[src/rtl/reset_sequencer.sv]
// Releases N_DOM reset domains one at a time in index order, waiting for each
// domain's acknowledge before moving on; a missing acknowledge parks it in FAULT.
module reset_sequencer #(
  parameter int N_DOM   = 4,
  parameter int DELAY   = 8,
  parameter int ACK_TMO = 255
) (
  input  logic             clk,
  input  logic             rstn,
  input  logic             soft_rst_req,
  input  logic [N_DOM-1:0] dom_ack,
  output logic [N_DOM-1:0] dom_rstn,
  output logic             all_up,
  output logic             busy,
  output logic             fault,
  output logic [2:0]       fault_dom
);

  localparam logic [7:0] HOLD_LAST = 8'(DELAY - 1);
  localparam logic [7:0] TMO_LAST  = 8'(ACK_TMO - 1);
  localparam logic [2:0] IDX_LAST  = 3'(N_DOM - 1);

  typedef enum logic [1:0] {HOLD, WAIT_ACK, DONE, FAULT} state_e;

  state_e             state_q, state_d;
  logic [7:0]         cnt_q, cnt_d;
  logic [2:0]         idx_q, idx_d;
  logic [N_DOM-1:0]   dom_rstn_q, dom_rstn_d;
  logic               all_up_q, all_up_d;
  logic               busy_q, busy_d;
  logic               fault_q, fault_d;
  logic [2:0]         fault_dom_q, fault_dom_d;
  logic [N_DOM-1:0]   idx_mask;
  logic               ack_sel;

  // One-hot view of the current domain; acks from every other domain are masked off.
  always_comb begin
    idx_mask = '0;
    for (int i = 0; i < N_DOM; i++) begin
      idx_mask[i] = (idx_q == 3'(i));
    end
    ack_sel = |(dom_ack & idx_mask);
  end

  always_comb begin
    state_d     = state_q;
    cnt_d       = cnt_q;
    idx_d       = idx_q;
    dom_rstn_d  = dom_rstn_q;
    all_up_d    = all_up_q;
    busy_d      = busy_q;
    fault_d     = fault_q;
    fault_dom_d = fault_dom_q;

    if (soft_rst_req) begin
      state_d     = HOLD;
      cnt_d       = '0;
      idx_d       = '0;
      dom_rstn_d  = '0;
      all_up_d    = 1'b0;
      busy_d      = 1'b1;
      fault_d     = 1'b0;
      fault_dom_d = '0;
    end else begin
      unique case (state_q)
        HOLD: begin
          if (cnt_q == HOLD_LAST) begin
            dom_rstn_d = dom_rstn_q | idx_mask;
            cnt_d      = '0;
            state_d    = WAIT_ACK;
          end else begin
            cnt_d = cnt_q + 8'd1;
          end
        end
        WAIT_ACK: begin
          // Acknowledge is tested before the timeout so a same-edge ack wins.
          if (ack_sel) begin
            cnt_d = '0;
            if (idx_q == IDX_LAST) begin
              state_d  = DONE;
              all_up_d = 1'b1;
              busy_d   = 1'b0;
            end else begin
              idx_d   = idx_q + 3'd1;
              state_d = HOLD;
            end
          end else if (cnt_q == TMO_LAST) begin
            cnt_d       = '0;
            state_d     = FAULT;
            dom_rstn_d  = dom_rstn_q & ~idx_mask;
            fault_d     = 1'b1;
            fault_dom_d = idx_q;
            busy_d      = 1'b0;
          end else begin
            cnt_d = cnt_q + 8'd1;
          end
        end
        DONE:    ;
        FAULT:   ;
        default: ;
      endcase
    end
  end

  always_ff @(posedge clk or negedge rstn) begin
    if (!rstn) begin
      state_q     <= HOLD;
      cnt_q       <= '0;
      idx_q       <= '0;
      dom_rstn_q  <= '0;
      all_up_q    <= 1'b0;
      busy_q      <= 1'b1;
      fault_q     <= 1'b0;
      fault_dom_q <= '0;
    end else begin
      state_q     <= state_d;
      cnt_q       <= cnt_d;
      idx_q       <= idx_d;
      dom_rstn_q  <= dom_rstn_d;
      all_up_q    <= all_up_d;
      busy_q      <= busy_d;
      fault_q     <= fault_d;
      fault_dom_q <= fault_dom_d;
    end
  end

  assign dom_rstn  = dom_rstn_q;
  assign all_up    = all_up_q;
  assign busy      = busy_q;
  assign fault     = fault_q;
  assign fault_dom = fault_dom_q;

endmodule

[config.mk]
export PLATFORM = sky130hd
export DESIGN_NAME = reset_sequencer
export DESIGN_NICKNAME = d
export VERILOG_FILES = /design/src/rtl/reset_sequencer.sv
export SDC_FILE = /design/constraint.sdc
export NUM_CORES = 1
export LEC_CHECK = 0
export CAP_MARGIN = 40
export CORE_ASPECT_RATIO = 0.75
export CORE_MARGIN = 2
export CORE_UTILIZATION = 28
export CTS_CLUSTER_DIAMETER = 50
export DETAILED_ROUTE_END_ITERATION = 10
export GPL_TIMING_DRIVEN = 0
export PLACE_DENSITY = 0.48
export REMOVE_ABC_BUFFERS = 1
export SYNTH_ARGS = -nofsm -noshare
export SYNTH_HDL_FRONTEND = slang
export SYNTH_SLANG_ARGS = --single-unit
[constraint.sdc]
create_clock -name clk -period 3.46 [get_ports clk]
set_input_delay 0.692 -clock clk [delete_from_list [all_inputs] [get_ports clk]]
set_output_delay 0.692 -clock clk [all_outputs]
set_load 0.03 [all_outputs]
# Word-level counts from Yosys, hierarchy flattened
# Cells that the tools add are included.
# Widths: inputs -> output; s select.
[op_classes]
add_sub_neg = 2
n_eq_ne = 13
n_mux = 37
n_bitwise = 4
n_reduce_logical = 15
[ops]
columns = ["operator", "n"]
rows = [
  ["$mux 8", 4],
  ["$mux 3", 8],
  ["$mux 4", 4],
  ["$pmux 8 s2", 1],
  ["$reduce_and 3->1", 5],
  ["$mux 1", 13],
  ["$ne 3x3->1 const B", 4],
  ["$mux 2", 5],
  ["$add 8x1->8 const B", 1],
  ["$and 4x4->4", 2],
  ["$eq 8x3->1 const B", 1],
  ["$eq 8x8->1 const B", 1],
  ["$pmux 4 s2", 1],
  ["$reduce_bool 2->1", 4],
  ["$eq 3x2->1 const B", 2],
  ["$reduce_bool 3->1", 2],
  ["$ne 2x2->1 const B", 2],
  ["$ne 4x4->1 const B", 1],
  ["$not 4->4", 1],
  ["$or 4x4->4", 1],
  ["$pmux 2 s2", 1],
  ["$reduce_and 4->1", 1],
  ["$reduce_or 4->1", 1],
  ["$add 3x1->3 const B", 1],
  ["4 further kinds", 4],
]
[word_totals]
ff_bits = 23
input_bits = 7
output_inout_bits = 10
word_cells = 79

# Longest topological paths before layout
# Gate-level depths: netlist of run 1.
[depth]
word_depth = 7
ltp_mapped = 7
mapped_depth_nobuf = 7

# Worst setup path after synthesis of run 1
# OpenSTA, ideal clock, no wires.
[synth_path]
path_type = "reg-to-reg"
startpoint = "reg idx_q[2]"
endpoint = "reg state_q[1]"
setup_ns = 0.132
arrival_time_ns = 1.752
t_required_ns = 3.328
path_slack_ns = 1.576
stages_incl_launch_ff = 8
synth_period_minus_slack_ns = 1.884
cell_sequence = "dfrtp_1 > inv_1 > ha_1 > nand2_1 > o211a_2 > mux2_1 > a21oi_1 > nor2_1"
[synth_via]
elab_chain_cells = 6
elab_cells_between_ends = 12
[synth_rtl]
columns = ["element", "line", "source"]
rows = [
  ["from (decl)", "27", "logic [2:0] idx_q, idx_d;"],
  ["from (signal assigned)", "118", "idx_q <= idx_d;"],
  ["$eq 3x1->1, or another cell as far along", "40", "idx_mask[i] = (idx_q == 3'(i));"],
  ["$and 4x4->4", "42", "ack_sel = |(dom_ack & idx_mask);"],
  ["$reduce_or 4->1", "42", ""],
  ["$mux 2", "77", "if (ack_sel) begin"],
  ["$pmux 2 s2", "65", "unique case (state_q)"],
  ["$mux 2", "55", "if (soft_rst_req) begin"],
  ["to (signal assigned)", "116", "state_q <= state_d;"],
  ["to (decl)", "25", "state_e state_q, state_d;"],
]
# Parallel ways exist; a longest one is shown, timed or not.
# A chain may end at the register's enable or synchronous reset.

# Worst setup path after layout of run 1
# Same ends and word-level chain as after synthesis.

==> results.yml, run 1 <==
routing:
  via_count: 1074
  drt.antenna.violating_nets: 0
  drt_drc_violations_left: 0
  dr.pass1.iters: 4
  routed_wirelength_normalized_by_instance_count_um: 14.0
  drt-initial-drc-count: 77
  avgViaCountPerCell: 5.11
  routed_wl_um: 2940
yosys:
  synth_cell_type_count: 48
  synth.mux.area_fraction_pct: 4.66
  synth_fa_ha_area_share_pct: 6.52
  synth.cell_area_um2: 1340
  synthCells: 136
  synth_flop_cell: "dfrtp_1"
  synth-xor-area-share_pct: 1.96
  syn-mean-instance-area_um2: 9.87
  portion_of_the_post_synthesis_area_used_by_sequential_elements_pct: 43.0
  synth-compound-area-share_pct: 20.1
  synth_largest_type_area_fraction_pct: 41.0
  ys_ff_latch: 23
  dominant_combinational_cell_family_by_area_after_synthesis: "compound AO/OA/AOI/OAI gates"
  synth_area_leader_cell: "dfrtp_1"
  warnings_synthesis: 0
  yosysMostFrequentCell: "dfrtp_1"
  yosys-top-cells-count: "dfrtp_1 (22), nor2_1 (14), a21oi_1 (9), inv_1 (9), nand2_1 (8)"
  synth_enable_flop_cells: 0
  async_set_or_reset_flop_fraction_in_the_synthesized_netlist_pct: 100
  yosys-top-cells-area: "dfrtp_1 (41%), ha_1 (6.5%), nor2_1 (3.9%)"
  synth-simple-area-share_pct: 19.6
power_and_ir_drop:
  seq_power_share_pct: 57.1
  worst_ir_drop_vdd_uv: 183
  cellPowerDensity_nw_per_um2: 299
  net-switching-power_uw: 116
  internal_power_uw: 369
  power.share.switching_pct: 23.8
  combPwrFrac_pct: 7.4
  share_clk_of_total_power_pct: 35.5
  power_leakage_uw: 0.000660
finish:
  final_core_util_pct: 35.6
  antenna_cells_inserted: 0
  finish.net_count: 168
  layout-area-overhead-vs-synth_pct: 20.6
  post_route_cells_drive_above_1_share_pct: 11.8
  layout.cells.non_filler: 210
  filler_cell_count: 462
sta:
  final.min_clock_period_ns: 2.16
  min_period_over_period_pct: 62.5
  hold_violations: 0
  slew_hr_pct: 42.8
  final_count_of_pins_violating_max_slew: 0
  clock.fmax_mhz: 462
  timing.setup.tns_ns: 0
  hold_ws_ns: 0.518
  setup_viol: 0
  setup_repair_after_global_routing_missed_its_margin: "no"
  tightest_slew_ns: 0.856
  timing.clock.skew_ns: 0.00358
  timing.final.ws_setup_ns: 1.30
placed_design:
  io_buffer_count: 16
  globalplace.congestion: 0.737
  placed_cells_incl_taps: 206
  placement.setup.worst_slack_ns: 1.04
  post-dp-hpwl_um: 2230
worst_setup_path:
  cp.required_ns: 3.59
  end_kind: "flip-flop"
  path_class: "reg2reg"
  data_arrival_time_of_the_critical_path_ns: 2.29
  critPathMaxFanout: 8
  start_kind: "flip-flop"
cts:
  number_of_buffers_between_clock_root_and_the_deepest_sink: 2
  post_cts_buffers: 0
  postCtsResizedCells: 0
  postCtsHoldBufs: 0
  clock_net_sink_count: 23
  root_buffer: "clkbuf_8"
  htree_levels: 1
  clk_lat_worst_skew_ns: 0.27
  cts_buffers: 3
  cts_tree: "yes"
  clk_pin_slew_ns: 0.09
floorplan:
  floorplan.core_area_um2: 4550
  fp.dieW_um: 84.0
  num_io_pins: 17
  dieHeight_um: 64.0
  initial_standard_cell_utilization_of_the_core_pct: 29.5
  die_area_um2: 5370
  fp_rows: 21
grt:
  grt-ovfl-total: 0
  grt_max_degree: 24
  number_of_global_route_vias_before_repair: 1038
  antenna_found_initial: 0
  wire_length_of_the_first_global_routing_pass_um: 5150
  grtUsageTotal_pct: 12.1
job:
  max_cap_viols: 0
hold_path:
  worst_hold_path_type: "reg2reg"
run_status:
  status: "finished clean"
## logic make-up (layout without fill, tap and decap cells)
kind of cell	after synthesis	after routing
multiplexers	6	6
buffers and inverters	14	31
XOR/XNOR	3	3
flip-flops	23	23
AO/OA/AOI/OAI	34	34
AND/OR/NAND/NOR	49	49
adder cells (fa/ha/maj)	7	7
## metal layers
layer	global-route usage, %	vias to the layer above	share of wire (%)
met5	0	-	0
met4	2.42	0	0.92
met3	2.97	2	3.5
met2	17.9	24	41
met1	17.8	518	54
li1	-	530	-
## power by group through the flow
stage | sequential, uW | clock [uW] | combinational [uW]
after global routing | 278 | 199 | 40.6
after detailed placement | 282 | 0 | 36.8
after floorplan | 281 | 0 | 15.0
after global placement | 282 | 0 | 34.3
after CTS | 277 | 181 | 37.1
final | 277 | 172 | 36.0
## worst max-delay path, stage by stage (launching register included)
cell and delay, ns:
dfrtp_1 0.55, inv_1 0.18, ha_1 0.34, nand2_1 0.14
o211a_2 0.25, mux2_1 0.35, a21oi_1 0.15, nor2_1 0.05
## cell type report
type	count	area [um2]	share of cell area, %
inverters	10	37.5	2.32
clock buffers	3	41.3	2.55
repair buffers	17	175	10.8
multi-input cells	99	709	43.8
clock inverters	1	7.51	0.464
well taps	57	71.3	4.40
flip-flops and latches	23	577	35.6
## flip-flops by register name (all words and copies together), names as in the netlist
register,count
fault,1
idx_q,3
all_up,1
cnt_q,8
busy,1
state_q,2
dom_rstn,4
fault_dom,3
## placed cells by master (no fill, tap or decap), types with 2 or more instances in the layout
cell,count
a22oi_1,2
mux2i_1,4
ha_1,7
xnor2_1,2
a211oi_1,3
nand4_1,3
o21ai_0,2
nor2_1,14
inv_1,9
a21oi_1,9
clkdlybuf4s50_1,16
and3_1,2
nand3_1,6
a31oi_1,5
dfrtp_1,22
nor2b_1,2
nor3_1,2
clkbuf_8,3
nor4_1,2
nand2_1,8
## worst paths after layout
kind                                from  slack (ns)  cells past startpoint          to
worst max-delay path            idx_q[2]        1.30                      7  state_q[1]
worst min-delay path                busy        0.52                      1        busy
worst max register to register  idx_q[2]        1.30                      7  state_q[1]
worst min register to register      busy        0.52                      1        busy
max in group asynchronous           rstn        2.18                      2    cnt_q[4]
min in group asynchronous           rstn        0.78                      1    idx_q[0]
## metrics by stage
stage | total power (uW) | cell area [um2]
3_5_place_dp | 319 | 1570
6_report | 485 | 1620
3_3_place_gp | 316 | 1560
5_1_grt | 518 | 1620
4_1_cts | 495 | 1620
2_1_floorplan | 296 | 1320
(Power assumes the default switching activity.)
==> inputs of run 2 (changes only) <==
==> constraint.sdc (replaced) <==
create_clock -name clk -period 2.1 [get_ports clk]
set_input_delay 0.42 -clock clk [delete_from_list [all_inputs] [get_ports clk]]
set_output_delay 0.42 -clock clk [all_outputs]
set_load 0.03 [all_outputs]
==> run 2 against run 1 <==
Compared with the run above:
- clock skew shrank 0.0012 ns
- clock power increased by 65%
- hold slack lost 0.0068 ns
- routed wire length fell by 0.92%
- die area is the same
- final cell count grew 0.95%
- highest routed layer unchanged
- setup slack worse by 1.2 ns
==> results.yml, run 2 (synthesis results as in run 1) <==
run_status:
  status: "finished clean"
grt:
  antenna_found_initial: 0
  number_of_global_route_vias_before_repair: 1038
  wire_length_of_the_first_global_routing_pass_um: 5150
  grtUsageTotal_pct: 12.1
  grt-ovfl-total: 0
  grt_max_degree: 24
worst_setup_path:
  path_class: "reg2reg"
  critical-path-slowest-cell: "dfrtp_2"
  worst_r2r_path_depth: 7
  cp.required_ns: 2.22
  timing.rr.end: "state_q[1]"
  end_kind: "flip-flop"
  critPathMaxFanout: 5
  start_kind: "flip-flop"
  reg2reg_setup_slack_ns: 0.08
  worst_r2r_startpoint: "idx_q[0]"
  data_arrival_time_of_the_critical_path_ns: 2.14
  critical-path-max-stage-delay_ns: 0.43
  crit_path_cell_trace: "inv_1 -> ha_1 -> a22oi_2 -> o211a_2 -> mux2_1 -> a21oi_1 -> nor2_1"
finish:
  layout.cells.non_filler: 212
  mostFrequentLayoutCell: "dfrtp_1"
  max_flop_register: "cnt_q"
  antenna_cells_inserted: 0
  largest_reg_flops: 8
  finish.net_count: 170
  final_cell_mix: "dfrtp_1 (20), clkdlybuf4s50_1 (16), nor2_1 (14)"
  layout-area-overhead-vs-synth_pct: 22.6
  post_route_cells_drive_above_1_share_pct: 14.8
cts:
  number_of_buffers_between_clock_root_and_the_deepest_sink: 2
  clock_net_sink_count: 23
  clk_pin_slew_ns: 0.09
  root_buffer: "clkbuf_8"
  postCtsHoldBufs: 0
  cts_tree: "yes"
  clk_lat_worst_skew_ns: 0.27
  htree_levels: 1
  cts_buffers: 3
floorplan:
  floorplan.core_area_um2: 4550
  initial_standard_cell_utilization_of_the_core_pct: 29.5
  num_io_pins: 17
  fp_rows: 21
  fp.dieW_um: 84.0
  die_area_um2: 5370
  dieHeight_um: 64.0
power_and_ir_drop:
  seq_power_share_pct: 57.1
  net-switching-power_uw: 192
  worst_ir_drop_vdd_uv: 301
  combPwrFrac_pct: 7.4
  cellPowerDensity_nw_per_um2: 486
  internal_power_uw: 608
  totalPowerFinal_uw: 800
  power.share.switching_pct: 24.0
  share_clk_of_total_power_pct: 35.5
  power_leakage_uw: 0.000667
sta:
  timing.clock.skew_ns: 0.00234
  setup_viol: 0
  hold_violations: 0
  slew_hr_pct: 42.5
  final.min_clock_period_ns: 2.02
  tightest_slew_ns: 0.860
  hold_ws_ns: 0.511
  min_period_over_period_pct: 96.2
  setup_repair_after_global_routing_missed_its_margin: "yes"
  final_count_of_pins_violating_max_slew: 0
  clock.fmax_mhz: 495
routing:
  via_count: 1081
  routed_wirelength_normalized_by_instance_count_um: 13.8
  avgViaCountPerCell: 5.10
  drt.antenna.violating_nets: 0
  drt-initial-drc-count: 60
  routed_wl_um: 2920
  drt_drc_violations_left: 0
  dr.pass1.iters: 4
placed_design:
  placed_cells_incl_taps: 206
  globalplace.congestion: 0.737
  post-dp-hpwl_um: 2230
  io_buffer_count: 16
job:
  max_cap_viols: 0
hold_path:
  worst_hold_path_type: "in2async"
## run 2: changes by cell type in the layout (fill, tap and decap cells not counted), sizes merged
cell / delta
buf: +2
## run 2: timing repair
action                                 in CTS  in global routing
setup buffers                               0                  2
endpoints found under the hold margin       0                  0
setup endpoints to repair                   4                 13
pin swaps                                   0                  1
gates resized for setup                     1                  4
## run 2: worst max-delay path by stage
stage,from,cells after the start,end
2_1_floorplan,idx_q[2],7,state_q[1]
3_3_place_gp,idx_q[2],7,state_q[1]
3_5_place_dp,idx_q[2],7,state_q[1]
4_1_cts,idx_q[0],7,state_q[1]
5_1_grt,idx_q[1],7,state_q[1]
6_report,idx_q[0],7,state_q[1]
## run 2: cell type report
class	count	area [um2]
Multi-Input combinational cell	99	719
Clock buffer	3	41.3
Tap cell	57	71.3
Clock inverter	1	7.51
Fill cell	460	2900
Timing Repair Buffer	19	190
Inverter	10	37.5
Sequential cell	23	579
## run 2: power groups by stage
stage / sequential (uW) / combinational (uW) / clock [uW]
after floorplan: 463 / 24.7 / 0
after global placement: 465 / 56.5 / 0
after detailed placement: 465 / 60.7 / 0
after CTS: 456 / 61.0 / 298
after global routing: 458 / 67.3 / 328
final: 456 / 59.5 / 284
## run 2: metrics by stage
step / worst slack, ns / util [%] / area, um2 / setup TNS, ns
global placement: -0.0539 / 34.2 / 1560 / -0.141
CTS: 0.0227 / 35.6 / 1620 / 0
global route: -0.0262 / 36.2 / 1650 / -0.0419
floorplan: 0.228 / - / 1320 / 0
detailed placement: -0.0598 / 34.5 / 1570 / -0.155
finish: 0.0805 / 36.2 / 1650 / 0
## run 2: routing by layer
metal	wire length (um)	up-vias	share of wire, %	track usage (%)
met5	0	-	0	0
met4	27	0	0.93	2.42
met3	125	2	4.3	2.97
met2	1220	24	42	17.9
met1	1540	518	53	17.8
li1	-	537	-	-
## run 2: critical path, delay by kind of cell (launching register included)
kind | cells | cell delay (ns)
fa+ha+maj | 1 | 0.25
compound gates | 3 | 0.71
flops | 1 | 0.43
simple gates | 1 | 0.05
buf+inv | 1 | 0.08
mux | 1 | 0.35
==> inputs of run 3 (changes only) <==
==> constraint.sdc (replaced) <==
create_clock -name clk -period 2.1 [get_ports clk]
set_input_delay 0.42 -clock clk [delete_from_list [all_inputs] [get_ports clk]]
set_output_delay 0.42 -clock clk [all_outputs]
set_load 0.05 [all_outputs]
==> results of run 3 <==
The final DEF is identical to that of run 2. Status: finished clean.
